## src/rtl/bcd_pkg.sv

```systemverilog
// Shared constants and helpers for the two-digit BCD counter.
package bcd_pkg;

    localparam int unsigned DIGIT_W = 4;
    localparam logic [3:0]  BCD_MAX = 4'd9;
    localparam logic [3:0]  BCD_MIN = 4'd0;

    // True when the 4-bit value is a legal decimal digit (0-9).
    function automatic logic is_bcd(input logic [DIGIT_W-1:0] v);
        return (v <= BCD_MAX);
    endfunction

    // Replace an illegal digit by zero so that load never creates states 10-15.
    function automatic logic [DIGIT_W-1:0] sanitize(input logic [DIGIT_W-1:0] v);
        return is_bcd(v) ? v : BCD_MIN;
    endfunction

endpackage : bcd_pkg

```

## src/rtl/bcd_digit.sv

```systemverilog
// One decade stage: a BCD digit register with load, increment and decrement.
// carry/borrow flag the 9->0 and 0->9 transitions so the next stage can step.
module bcd_digit
    import bcd_pkg::*;
(
    input  logic               clk,
    input  logic               rst_n,
    input  logic               load,
    input  logic [DIGIT_W-1:0] d,
    input  logic               inc,
    input  logic               dec,
    output logic [DIGIT_W-1:0] q,
    output logic               carry,
    output logic               borrow,
    output logic               bad_load
);

    assign carry    = inc & (q == BCD_MAX);
    assign borrow   = dec & (q == BCD_MIN);
    assign bad_load = load & ~is_bcd(d);

    // Digit register: load has priority, then increment, then decrement.
    always_ff @(posedge clk or negedge rst_n) begin
        if (!rst_n) begin
            q <= BCD_MIN;
        end else if (load) begin
            q <= sanitize(d);
        end else if (inc) begin
            q <= (q == BCD_MAX) ? BCD_MIN : (q + 4'd1);
        end else if (dec) begin
            q <= (q == BCD_MIN) ? BCD_MAX : (q - 4'd1);
        end else begin
            q <= q;
        end
    end

endmodule : bcd_digit

```

## src/rtl/bcd_counter2.sv

```systemverilog
// Two-digit BCD counter (00-99) with parallel load, wrap/saturate selection,
// combinational terminal-count strobe and a sticky illegal-load flag.
// Optional macro BCD_CNT_DOWN_EN adds the up_dn port and down counting.
module bcd_counter2
    import bcd_pkg::*;
#(
    parameter logic WRAP = 1'b1
) (
    input  logic               clk,
    input  logic               rst_n,
    input  logic               en,
    input  logic               load,
    input  logic [DIGIT_W-1:0] d_ones,
    input  logic [DIGIT_W-1:0] d_tens,
`ifdef BCD_CNT_DOWN_EN
    input  logic               up_dn,
`endif
    output logic [DIGIT_W-1:0] ones,
    output logic [DIGIT_W-1:0] tens,
    output logic               tc,
    output logic               err
);

    logic up_s;
    logic at_max_s;
    logic at_min_s;
    logic term_s;
    logic step_s;
    logic ones_carry_s;
    logic ones_borrow_s;
    logic ones_bad_s;
    logic tens_bad_s;
    logic tens_carry_unused_s;
    logic tens_borrow_unused_s;

`ifdef BCD_CNT_DOWN_EN
    assign up_s = up_dn;
`else
    assign up_s = 1'b1;
`endif

    assign at_max_s = (ones == BCD_MAX) && (tens == BCD_MAX);
    assign at_min_s = (ones == BCD_MIN) && (tens == BCD_MIN);
    assign term_s   = up_s ? at_max_s : at_min_s;

    // tc flags the enabled step that leaves the terminal count, whether or
    // not the counter actually wraps; a load on the same edge suppresses it.
    assign tc = en & ~load & term_s;

    // In saturate mode the step at the terminal count is simply dropped;
    // in wrap mode the digit stages roll over on their own (99->00, 00->99).
    assign step_s = en & ~load & ~(term_s & ~WRAP);

    bcd_digit u_ones (
        .clk      (clk),
        .rst_n    (rst_n),
        .load     (load),
        .d        (d_ones),
        .inc      (step_s & up_s),
        .dec      (step_s & ~up_s),
        .q        (ones),
        .carry    (ones_carry_s),
        .borrow   (ones_borrow_s),
        .bad_load (ones_bad_s)
    );

    bcd_digit u_tens (
        .clk      (clk),
        .rst_n    (rst_n),
        .load     (load),
        .d        (d_tens),
        .inc      (ones_carry_s),
        .dec      (ones_borrow_s),
        .q        (tens),
        .carry    (tens_carry_unused_s),
        .borrow   (tens_borrow_unused_s),
        .bad_load (tens_bad_s)
    );

    // Sticky error: set by any out-of-range load digit, cleared only by reset.
    always_ff @(posedge clk or negedge rst_n) begin
        if (!rst_n) begin
            err <= 1'b0;
        end else if (ones_bad_s | tens_bad_s) begin
            err <= 1'b1;
        end else begin
            err <= err;
        end
    end

endmodule : bcd_counter2

```

## config.mk

```make
export PLATFORM = sky130hd
export DESIGN_NAME = bcd_counter2
export DESIGN_NICKNAME = d
export VERILOG_FILES = /design/src/rtl/bcd_pkg.sv /design/src/rtl/bcd_digit.sv /design/src/rtl/bcd_counter2.sv
export SDC_FILE = /design/constraint.sdc
export NUM_CORES = 1
export LEC_CHECK = 0
export ABC_AREA = 1
export BUFFER_PORTS_ARGS = -buffer_cell sky130_fd_sc_hd__buf_2
export CAP_MARGIN = 20
export CORE_MARGIN = 2
export CORE_UTILIZATION = 42
export DETAILED_ROUTE_END_ITERATION = 10
export GPL_TIMING_DRIVEN = 0
export PLACE_DENSITY = 0.72
export RECOVER_POWER = 50
export SLEW_MARGIN = 5
export SYNTH_ARGS = -nofsm -noshare
export SYNTH_HDL_FRONTEND = slang
export SYNTH_SLANG_ARGS = --single-unit
```

## constraint.sdc

```tcl
create_clock -name clk -period 1 [get_ports clk]
set_input_delay 0.1 -clock clk [delete_from_list [all_inputs] [get_ports clk]]
set_output_delay 0.1 -clock clk [all_outputs]
set_load 0.02 [all_outputs]
```

# ---- Word-level counts from Yosys, hierarchy flattened
# Cells that the tools add are included.
dict set report word_totals {
  regBits 9
  inputBits 12
  wordCells 29
}
dict set report classes {
  addsub 2
  n_lt_le_gt_ge 2
  eq_ne 2
  muxes 8
  bitwise 9
  n_reduce_logical 3
}
# op count
set ops {}
lappend ops {{4-bit 2-to-1 mux} 8}
lappend ops {{4-bit by 1-bit adder with 4-bit output (second input constant)} 2}
lappend ops {{4-bit equality test (second input constant)} 2}
lappend ops {{4-bit less-or-equal comparator (second input constant)} 2}
lappend ops {{1-bit AND} 5}
lappend ops {{2-bit nonzero test} 2}
lappend ops {{1-bit inverter} 3}
lappend ops {{1-bit logical AND} 1}
lappend ops {{1-bit OR} 1}

# ---- Depth between registers and ports, before layout
# Gate-level depths: netlist (run 1).
dict set report depth {
  depth_word 5
  mapped_depth 8
  depth_no_buf 8
}

# ---- Hierarchy
# Synthesis (run 1) repeated with hierarchy kept, for this count alone.
dict set report hier_totals {
  hier_cells 155
  hier_area_um2 880.8
}
# mod instances cells_each area_each_um2
set modules_own_cells {}
lappend modules_own_cells {bcd_digit 2 71 401.6}
lappend modules_own_cells {bcd_counter2 1 13 77.6}

# ---- Worst setup path before layout (run 1)
# Ideal clock, no wire load.
dict set report synth_timing {
  kind {register to output}
  from {register u_ones.q[2]}
  to {output tc}
  arrival_time_ps 1276
  required_time_ps 900
  slack_ps -376
  path_stages_with_launch 6
  path_buffers 0
  path_cell_list {dfrtp_1 > inv_2 > nand2_2 > nor2_4 > nand2_2 > nor3_1}
}
dict set report synth_between {
  elab_chain_cells 3
}
# element line
set synth_lines {}
lappend synth_lines {{start, declared} bcd_digit.sv:12} ;# output logic [DIGIT_W-1:0] q,
lappend synth_lines {{start signal, assigned} bcd_digit.sv:27} ;# q <= sanitize(d);
lappend synth_lines {{start signal, assigned} bcd_digit.sv:29} ;# q <= (q == BCD_MAX) ? BCD_MIN : (q + 4'd1);
lappend synth_lines {{start signal, assigned} bcd_digit.sv:31} ;# q <= (q == BCD_MIN) ? BCD_MAX : (q - 4'd1);
lappend synth_lines {{4-bit equality test} bcd_counter2.sv:42} ;# assign at_max_s = (ones == BCD_MAX) && (tens == BCD_MAX);
lappend synth_lines {{1-bit logical AND} bcd_counter2.sv:42}
lappend synth_lines {{1-bit AND} bcd_counter2.sv:48} ;# assign tc = en & ~load & term_s;
lappend synth_lines {{end, declared} bcd_counter2.sv:20} ;# output logic tc,
# No other way between the ends.

# ---- Final worst setup path (run 1)
# Same ends and word-level chain as after synthesis.

==> impl_metrics.json, run 1 <==
{
  "worst_slew_pin_slew_ps": 539.3,
  "ys_seq_area_share_pct": 35.79,
  "wl_per_cell_um": 12.61,
  "clk_pin_slew_ps": 60,
  "numPortBuffers": 21,
  "worst_skew_pair.late_latency_ps": 260,
  "grt_pass1_vias": 702,
  "drt-total-wl_mm": 1.853,
  "clock_path_buffers": 2,
  "final_cell_mix": "nand2_1, buf_2, nor2_1, buf_4, nand2_2",
  "tns_ps": -2256,
  "n_antenna_cell": 0,
  "final_nets": 145,
  "crit_start": "u_ones.q[2]$_DFFE_PN0P_",
  "crit_type": "flop to output pin",
  "cpMostUsedCell": "nand2_4",
  "synth_cell_types": 21,
  "drv_slew": 0,
  "syn_to_final_growth_pct": 57.26,
  "grt_pass1_wl_mm": 2.870,
  "cpPeakStageDelay_ps": 410,
  "grt_max_degree": 11,
  "netlist.area_leader.share_pct": 35.79,
  "setup_ws_ps": -374.7,
  "synth-seq-cells": 9,
  "synthCells": 94,
  "layout-drive-gt1-share_pct": 52.27,
  "vias": 782,
  "maxCapViolations": 0,
  "core-area_um2": 1350,
  "clockRootBuffer": "clkbuf_4",
  "violations": "negative setup slack",
  "placed_cell_area_um2": 783.3,
  "routabilityCongestion": 0.8210,
  "cts_tree": "done",
  "slew_headroom_pct": 64.04,
  "crit_required_ps": 900,
  "p_leak_nw": 0.5302,
  "skew_ps": 5.941,
  "hold_class": "input port to flop",
  "dr.pass1.iters": 4,
  "syn_nets": 106,
  "start_util_pct": 46.62,
  "htree_num_levels": 1,
  "crit_chain": "inv_2, nand2_4, nor2_4, nand2_4, nor3_4, buf_6",
  "dp.final_hpwl_mm": 1.187,
  "synth_area_leaders": "dfrtp_1, nand2_1, nor2_1, inv_1, nand2_2",
  "setup.worst_path.end": "tc",
  "whs_ps": 167.7,
  "p_per_area_nw_per_um2": 1345,
  "cp.arrival_ps": 1270,
  "worst_setup_path_end_kind": "output pin",
  "period_share_pct": 137.5,
  "cp_slowest_cell": "dfrtp_2",
  "p_total_mw": 1.331,
  "reg2regPathDepth": 10,
  "cp.depth": 6,
  "numCtsBuffers": 3,
  "post-route-cell-area_um2": 989.7,
  "worstReg2RegEnd": "u_tens.q[1]$_DFFE_PN0P_",
  "track_usage_pct": 20.83,
  "grt_antenna_before_repair": 0,
  "die_x_um": 42.71,
  "drtIter0Drc": 12,
  "hold_viol": 0,
  "grt_setup_unrepaired": "true",
  "die_h_um": 42.71,
  "grt_overflow": 0,
  "viasPerCell": 5.320,
  "ant_nets": 0,
  "dieArea_um2": 1824,
  "crit_fanout": 2,
  "synth_area_um2": 629.4,
  "setup_viol": 12,
  "drc": 0,
  "final_core_util_pct": 73.31,
  "critPathTopFamily": "flip-flops",
  "ios": 22,
  "num_rows": 13,
  "cp_num_buf_inv": 2,
  "avgSynthCellArea_um2": 6.695,
  "n_fill_cell": 113,
  "hp-start": "d_ones[3]",
  "fmax_mhz": 727.4,
  "layout_min_cycle_time_ps": 1375,
  "r2r_slack_ps": -340,
  "clock-sinks": 9,
  "outcome": "finished, violations left",
  "final_common_cell": "nand2_1",
  "start_kind": "flop",
  "r2r_start": "u_ones.q[2]$_DFFE_PN0P_",
  "ir_drop_mv": 0.5640,
  "synth_top_area_cell": "dfrtp_1",
  "yosys_warnings": 0
}
[metrics by stage]
step / worst slack (ps) / instances
floorplan: -119.1 / 94
global placement: -145.3 / 130
detailed placement: -157.3 / 130
CTS: -357.5 / 140
global route: -424.3 / 147
finish: -374.7 / 147
[sequential cells by signal, indices dropped and copies added (netlist names)]
name and count:
err 1, u_tens.q 4, u_ones.q 4
[where the power goes]
group          leakage [nW]  internal (mW)  total, mW  switching (mW)
clock network        0.0150          0.154      0.294           0.140
registers             0.101          0.420      0.483          0.0634
logic                 0.414          0.242      0.554           0.311
[logic make-up after synthesis]
family          synth area share [%]
simple gates                   43.34
buf+inv                        9.543
compound gates                 11.33
flops                          35.79
[metal layers]
| metal | GRT usage [%] | vias up | wire length (um) |
|---|---|---|---|
| met2 | 39.70 | 34 | 1000 |
| met4 | 7.500 | 0 | 29 |
| met1 | 22.75 | 364 | 704 |
| met5 | 0 | - | 0 |
| li1 | - | 378 | - |
| met3 | 2.979 | 6 | 118 |
[cell usage after synthesis]
master / instances
a21oi_1: 2
a22oi_1: 1
a31oi_1: 3
buf_6: 1
dfrtp_1: 9
inv_1: 10
inv_2: 3
nand2_1: 29
nand2_2: 5
nand2_4: 1
nand3_1: 6
nand3b_1: 1
nand4_1: 2
nor2_1: 13
nor2_2: 1
nor2_4: 1
nor3_1: 1
o21ai_1: 2
o21ai_2: 1
o21bai_1: 1
o221ai_1: 1
[tightest hold or removal path: cells and delay by family]
family          cells  cell delay (ps)
compound gates      2              190
buf+inv             1               90
[repair_timing]
item / in CTS / in global routing
endpoints found under the hold margin: 9 / 0
pin swaps: 3 / 2
resized for setup: 13 / 10
buffers inserted: 5 / 7
setup endpoints to repair: 7 / 14
hold buffers: 1 / 0
[area by class of cell]
| cell class | count | area [um^2] | area share (%) |
|---|---|---|---|
| buffer | 1 | 11.26 | 1.138 |
| multi-input combinational | 71 | 415.4 | 41.97 |
| inverter | 13 | 51.30 | 5.183 |
| tap | 15 | 18.77 | 1.896 |
| sequential | 9 | 234.0 | 23.64 |
| timing repair buffer | 34 | 232.7 | 23.51 |
| clock buffer | 4 | 26.28 | 2.655 |
[worst min-delay path by stage]
stage / endpoint / cells past startpoint
finish: u_ones.q[3]$_DFFE_PN0P_ / 3
global route: u_ones.q[3]$_DFFE_PN0P_ / 3
CTS: u_ones.q[0]$_DFFE_PN0P_ / 3
detailed placement: err$_DFFE_PN0P_ / 1
global placement: err$_DFFE_PN0P_ / 1
floorplan: err$_DFFE_PN0P_ / 0
No activity file was read; power rests on OpenSTA's default activity.
==> run 2: changes to the inputs <==
--- a/config.mk
+++ b/config.mk
@@ -6,15 +6,17 @@
 export NUM_CORES = 1
 export LEC_CHECK = 0
 export ABC_AREA = 1
-export BUFFER_PORTS_ARGS = -buffer_cell sky130_fd_sc_hd__buf_2
 export CAP_MARGIN = 20
 export CORE_MARGIN = 2
-export CORE_UTILIZATION = 42
+export CORE_UTILIZATION = 50
+export CTS_BUF_LIST = sky130_fd_sc_hd__clkbuf_16
 export DETAILED_ROUTE_END_ITERATION = 10
+export DONT_BUFFER_PORTS = 1
 export GPL_TIMING_DRIVEN = 0
-export PLACE_DENSITY = 0.72
+export PLACE_DENSITY = 0.68
 export RECOVER_POWER = 50
 export SLEW_MARGIN = 5
 export SYNTH_ARGS = -nofsm -noshare
 export SYNTH_HDL_FRONTEND = slang
+export SYNTH_HIERARCHICAL = 1
 export SYNTH_SLANG_ARGS = --single-unit
==> impl_metrics.json, run 2 <==
{
  "avgSynthCellArea_um2": 5.700,
  "grt_max_degree": 10,
  "syn_to_final_growth_pct": 33.29,
  "n_fill_cell": 157,
  "synthCells": 153,
  "final_cell_mix": "nand2_1, inv_1, nand3_1, nor2_1, inv_2",
  "hold_viol": 0,
  "drc": 0,
  "crit_type": "flop to flop",
  "core-area_um2": 1689,
  "dieArea_um2": 2094,
  "start_kind": "flop",
  "largestRegisters": "u_ones/q (4), u_tens/q (4), err (1)",
  "setup_viol": 8,
  "period_share_pct": 155.2,
  "final_nets": 181,
  "setup_ws_ps": -551.8,
  "die_x_um": 45.77,
  "start_util_pct": 51.63,
  "dr.pass1.iters": 4,
  "p_per_area_nw_per_um2": 1850,
  "drt-total-wl_mm": 2.296,
  "fmax_mhz": 644.4,
  "htree_num_levels": 1,
  "die_h_um": 45.77,
  "multi_input_area_um2": 614.3,
  "wl_per_cell_um": 12.41,
  "layout-drive-gt1-share_pct": 36.90,
  "crit_fanout": 7,
  "cts_tree": "done",
  "crit_required_ps": 1110,
  "outcome": "finished, violations left",
  "numCtsBuffers": 3,
  "final_core_util_pct": 68.81,
  "violations": "negative setup slack",
  "clock_path_buffers": 2,
  "whs_ps": 63.22,
  "routabilityCongestion": 0.8570,
  "grt_setup_unrepaired": "true",
  "post-route-cell-area_um2": 1162,
  "worst_setup_path_end_kind": "flop",
  "ios": 22,
  "seqCellArea_um2": 234.0,
  "n_antenna_cell": 0,
  "grt_antenna_before_repair": 0,
  "yosys_warnings": 6,
  "grt_pass1_vias": 881,
  "grt_overflow": 0,
  "layout_min_cycle_time_ps": 1552,
  "grt_pass1_wl_mm": 3.719,
  "drtIter0Drc": 42,
  "maxCapViolations": 0,
  "ir_drop_mv": 1.261,
  "numPortBuffers": 0,
  "num_rows": 15,
  "track_usage_pct": 25.08,
  "p_leak_nw": 0.5929,
  "clockRootBuffer": "clkbuf_16",
  "dp.final_hpwl_mm": 1.597,
  "cp.arrival_ps": 1660,
  "skew_ps": 3.719,
  "viasPerCell": 5.427,
  "placed_cell_area_um2": 932.1,
  "clk_pin_slew_ps": 40,
  "hold_class": "input port to flop",
  "final_common_cell": "nand2_1",
  "clock-sinks": 9,
  "vias": 1004,
  "syn_nets": 165,
  "ant_nets": 0,
  "worst_skew_pair.late_latency_ps": 230,
  "drv_slew": 0,
  "synth_area_um2": 872.1
}
[run 2: per-layer routing]
metal | routed length, um | GRT usage (%)
met5 | 0 | 0
met4 | 22 | 9.714
met3 | 151 | 6.746
met2 | 1042 | 35.77
met1 | 1081 | 35.87
[run 2: worst max-delay path, stage by stage, from the launching register on]
cell	delay [ps]
dfrtp_2	510
inv_2	90
nand2_4	80
nor3_4	50
nor2_2	110
nand2_2	100
buf_4	150
buf_4	120
nor2_1	160
a21oi_2	40
[run 2: through the flow]
step | instances | total power [mW] | setup TNS, ps | setup slack (ps)
3_3_place_gp | 170 | 1.257 | -2737 | -570.4
3_5_place_dp | 170 | 1.270 | -2846 | -594.4
4_1_cts | 182 | 2.054 | -3173 | -481.6
6_report | 185 | 2.150 | -3299 | -551.8
2_1_floorplan | 153 | 1.140 | -1671 | -413.9
5_1_grt | 185 | 2.309 | -3874 | -582.8
[run 2: worst paths after layout]
check,start,endpoint,slack (ps),cells after the start
hold / removal,d_ones[3],u_ones/q[1]$_DFFE_PN0P_,60,3
max in group asynchronous,rst_n,u_tens/q[1]$_DFFE_PN0P_,450,1
setup reg to reg,u_ones/q[1]$_DFFE_PN0P_,u_tens/q[1]$_DFFE_PN0P_,-550,9
min in group asynchronous,rst_n,u_tens/q[3]$_DFFE_PN0P_,240,1
hold reg to reg,err$_DFFE_PN0P_,err$_DFFE_PN0P_,590,1
setup / recovery,u_ones/q[1]$_DFFE_PN0P_,u_tens/q[1]$_DFFE_PN0P_,-550,9
[run 2: layout make-up]
type | count | share of cell area, %
multi-input cells | 113 | 52.85
inverters | 31 | 10.33
clock buffers | 3 | 6.459
well taps | 17 | 1.830
flip-flops and latches | 9 | 20.13
clock inverters | 1 | 0.4306
repair buffers | 11 | 7.966
[run 2: where the power goes]
group	leakage (nW)	switching [mW]	internal, mW
registers	0.0980	0.243	0.438
clock network	0.0409	0.166	0.526
logic	0.454	0.468	0.310
total	0.593	0.876	1.27
[run 2: repair_timing]
| item | CTS | global route |
|---|---|---|
| endpoints found under the hold margin | 9 | 0 |
| setup endpoints to repair | 8 | 10 |
| resized for setup | 3 | 16 |
| hold buffers | 1 | 0 |
| setup buffers | 7 | 3 |
| pin swaps | 8 | 12 |
